===== config.mk =====
export PLATFORM = sky130hd
export DESIGN_NAME = lcg_step
export DESIGN_NICKNAME = d
export VERILOG_FILES = /design/src/rtl/lcg_pkg.sv /design/src/rtl/lcg_step.sv
export SDC_FILE = /design/constraint.sdc
export NUM_CORES = 1
export LEC_CHECK = 0
export BUFFER_PORTS_ARGS = -buffer_cell sky130_fd_sc_hd__buf_4
export CORE_UTILIZATION = 50
export DETAILED_ROUTE_END_ITERATION = 7
export PLACE_DENSITY_LB_ADDON = 0.12
export SYNTH_ARGS = -nofsm -noshare
export SYNTH_HDL_FRONTEND = slang
export SYNTH_SLANG_ARGS = --single-unit

===== constraint.sdc =====
create_clock -name vclk -period 2.8
set_input_delay 0.42 -clock vclk [all_inputs]
set_output_delay 0.42 -clock vclk [all_outputs]
set_load 0.05 [all_outputs]

===== src/rtl/lcg_pkg.sv =====
// Shared constants and FSM encoding for the LCG generator and checker.
// Both sides import this so seed and recurrence always agree.
package lcg_pkg;

    localparam logic [15:0] LCG_X0 = 16'd2633;
    localparam logic [15:0] LCG_A  = 16'd3;
    localparam logic [15:0] LCG_B  = 16'd3;

    localparam logic [11:0] NO_ERR_IDX = 12'hFFF;
    localparam logic [11:0] ERR_MAX    = 12'hFFF;

    typedef enum logic [1:0] {
        IDLE = 2'd0,
        RUN  = 2'd1,
        SUM  = 2'd2,
        DONE = 2'd3
    } state_t;

endpackage


===== src/rtl/lcg_step.sv =====
// One LCG step: y = A*x + B mod 2^16.
// The multiply is a constant shift-add over the set bits of A.
module lcg_step
    import lcg_pkg::*;
#(
    parameter logic [15:0] A = LCG_A,
    parameter logic [15:0] B = LCG_B
) (
    input  logic [15:0] x,
    output logic [15:0] y
);

    logic [15:0] acc;

    // Sum shifted copies of x for each set bit of A, then add B.
    always_comb begin
        acc = '0;
        for (int i = 0; i < 16; i++) begin
            if (A[i]) begin
                acc = acc + (x << i);
            end
        end
        y = acc + B;
    end

endmodule


==> summary.txt <==
Placement
  • Placed cell areas: 0.00129 mm2
  • Post-DP HPWL: 1970 um
  • Placed cells: 170
  • I/O Buffers: 32
  • Pre-CTS WS: -0.167 ns
  • GPL Wtd Cong: 0.837

Status
  • Failing checks: negative setup slack
  • Outcome: complete, but fails checks

Timing
  • Worst-margin pin slew: 0.448 ns
  • Max-slew violations: 0
  • Slew margin rel.: 0.692
  • Setup TNS: -0.218 ns
  • Fmax: 0.348 GHz
  • Fin crit period: 2.87 ns
  • Final worst-path cycle share: 1.03
  • Final WS setup: -0.0710 ns
  • Final setup vio count: 7
  • Hold Violations, Final: 0

Critical path
  • CP Capture Type: output port
  • Top cell family by delay on the critical path: compound AO/OA/AOI/OAI gates
  • Slowest CP cell: ha_2
  • Critical Path RT: 2.38 ns
  • CP Depth: 9
  • Crit path from: x[8]
  • Critical Path, Cell by Cell: buf_4 -> ha_1 -> ha_2 -> a21oi_1 -> o21ai_0 -> a31oi_1 -> o21ai_0 -> xor2_2 -> buf_4
  • Critical Path Sink: y[14]
  • Crit-path max cell delay: 0.34 ns
  • Critical path buffers and inverters: 2
  • Worst Path Max Fanout: 6
  • Startpoint Class: input pin
  • Worst endpoint data arrival time: 2.45 ns
  • Worst Setup Path Type: in -> out

Final layout
  • # diodes: 0
  • Finished Layout Cells: 170
  • Final-layout clock buffer total: 0
  • Seq Cell Count: 0
  • Nets: 200
  • Layout cells sized above 1: 0.519
  • Final Cell Area: 0.00145 mm2
  • Seq. cell area: 0 um2
  • Area Overhead vs Synth: 70.8%

GRT
  • Vias in the first global route: 1091
  • Initial antenna violation count: 0
  • GRT overflow: 0
  • First-pass GRT wire length: 4970 um
  • GRT Total Usage: 0.349
  • Largest net degree at the start of global routing: 7

Drt
  • DRT Wirelength: 4050 um
  • Drt wl/cell: 23.8 um
  • 1st-pass router iterations: 5
  • Drt drc: 0
  • Number of routed nets with antenna violations: 0
  • Vias: 1191
  • Number of DRC markers in iteration 0: 49
  • Vias per cell: 7.01

Floorplan
  • Starting Density: 0.551
  • Chip width: 43.2 um
  • Core Area: 0.00154 mm2
  • Die height: 43.2 um
  • Top Ports: 32
  • Row count: 14
  • Total die area: 0.00187 mm2

Job
  • Max_cap viols: 0

Pwr
  • Max VDD drop: 451 uV
  • Power Density: 516 mW/mm2
  • Leakage power: 0.695 nW

Yosys
  • Synth unique cells: 24
  • Syn. warnings: 0
  • Synth cell count leaders: ha_1, a21oi_1, o21ai_0, xnor2_1, xor2_1
  • Most frequent cell after synthesis: ha_1
  • Area leader, netlist: ha_1
  • Avg Inst Size Synth: 8.09 um2
  • Post-Synthesis Cell Area: 850 um2
  • Synthesized instance count: 105
  • Post-synthesis sequential area ratio: 0
  • Top area cells in the synthesized netlist: ha_1, a21oi_1, xnor2_1
  • Synth top area share: 0.412
  • Syn nets: 149

CTS
  • Hold_buf cts: 0
  • Post-CTS Setup Repair Bufs: 0

Min path
  • HP Class: in -> out
## per-stage QoR
step	hold slack, ns	util	total power [W]
floorplan	1.03	-	0.000434
global placement	1.17	0.837	0.000615
detailed placement	1.18	0.837	0.000631
CTS	1.18	0.875	0.000658
global route	1.24	0.942	0.000769
finish	1.22	0.942	0.000749
## worst min-delay path by stage
| stage | from | end | slack [ns] | cells past startpoint |
|---|---|---|---|---|
| after floorplan | x[0] | y[0] | 1.03 | 1 |
| after global placement | x[0] | y[0] | 1.17 | 3 |
| after detailed placement | x[0] | y[0] | 1.18 | 3 |
| after CTS | x[0] | y[0] | 1.18 | 3 |
| after global routing | x[0] | y[0] | 1.24 | 3 |
| final | x[0] | y[0] | 1.22 | 3 |
## routing by layer
metal,track usage,share of wire,vias to the layer above,routed length (um)
met1,0.376,0.36,532,1480
li1,-,-,490,-
met3,0.0383,0.10,44,414
met5,0,0,-,0
met2,0.666,0.47,125,1900
met4,0.145,0.066,0,266
## cell type report
type / instances / area, um2
fillers: 41 / 90.1
multi-input cells: 101 / 1030
inverters: 4 / 15.0
well taps: 16 / 20.0
repair buffers: 49 / 383
## logic make-up (layout without fill, tap and decap cells)
logic type	Yosys count	count (layout)	share of synthesized area
AOI/OAI and AO/OA	36	36	0.274
adders and majority gates	28	28	0.412
and+or+nand+nor	20	20	0.119
xor gates and xnor gates	16	16	0.165
buffers and inverters	4	53	0.0177
muxes	1	1	0.0118
## power by group
group | switching [W] | internal, W | total, W
clock | 0 | 0 | 0
combinational | 0.000466 | 0.000283 | 0.000749
sequential | 0 | 0 | 0
## what timing repair did
item / CTS / global route
endpoints found under the hold margin: 0 / 0
pin swaps: 2 / 4
setup endpoints to repair: 8 / 9
resized for setup: 9 / 23
## cells in the final DEF (no fill, tap or decap), types with 3 or more instances in the layout
cell	instances
o21ai_0	8
nand2_1	6
ha_4	6
xnor2_2	3
ha_2	3
o21ai_1	3
ha_1	19
a21oi_1	8
nor2_1	3
xor2_1	4
xnor2_1	5
a21oi_2	5
xor2_2	4
inv_1	4
buf_4	45
buf_6	4
Note: power is estimated with default switching activity, not from simulation.
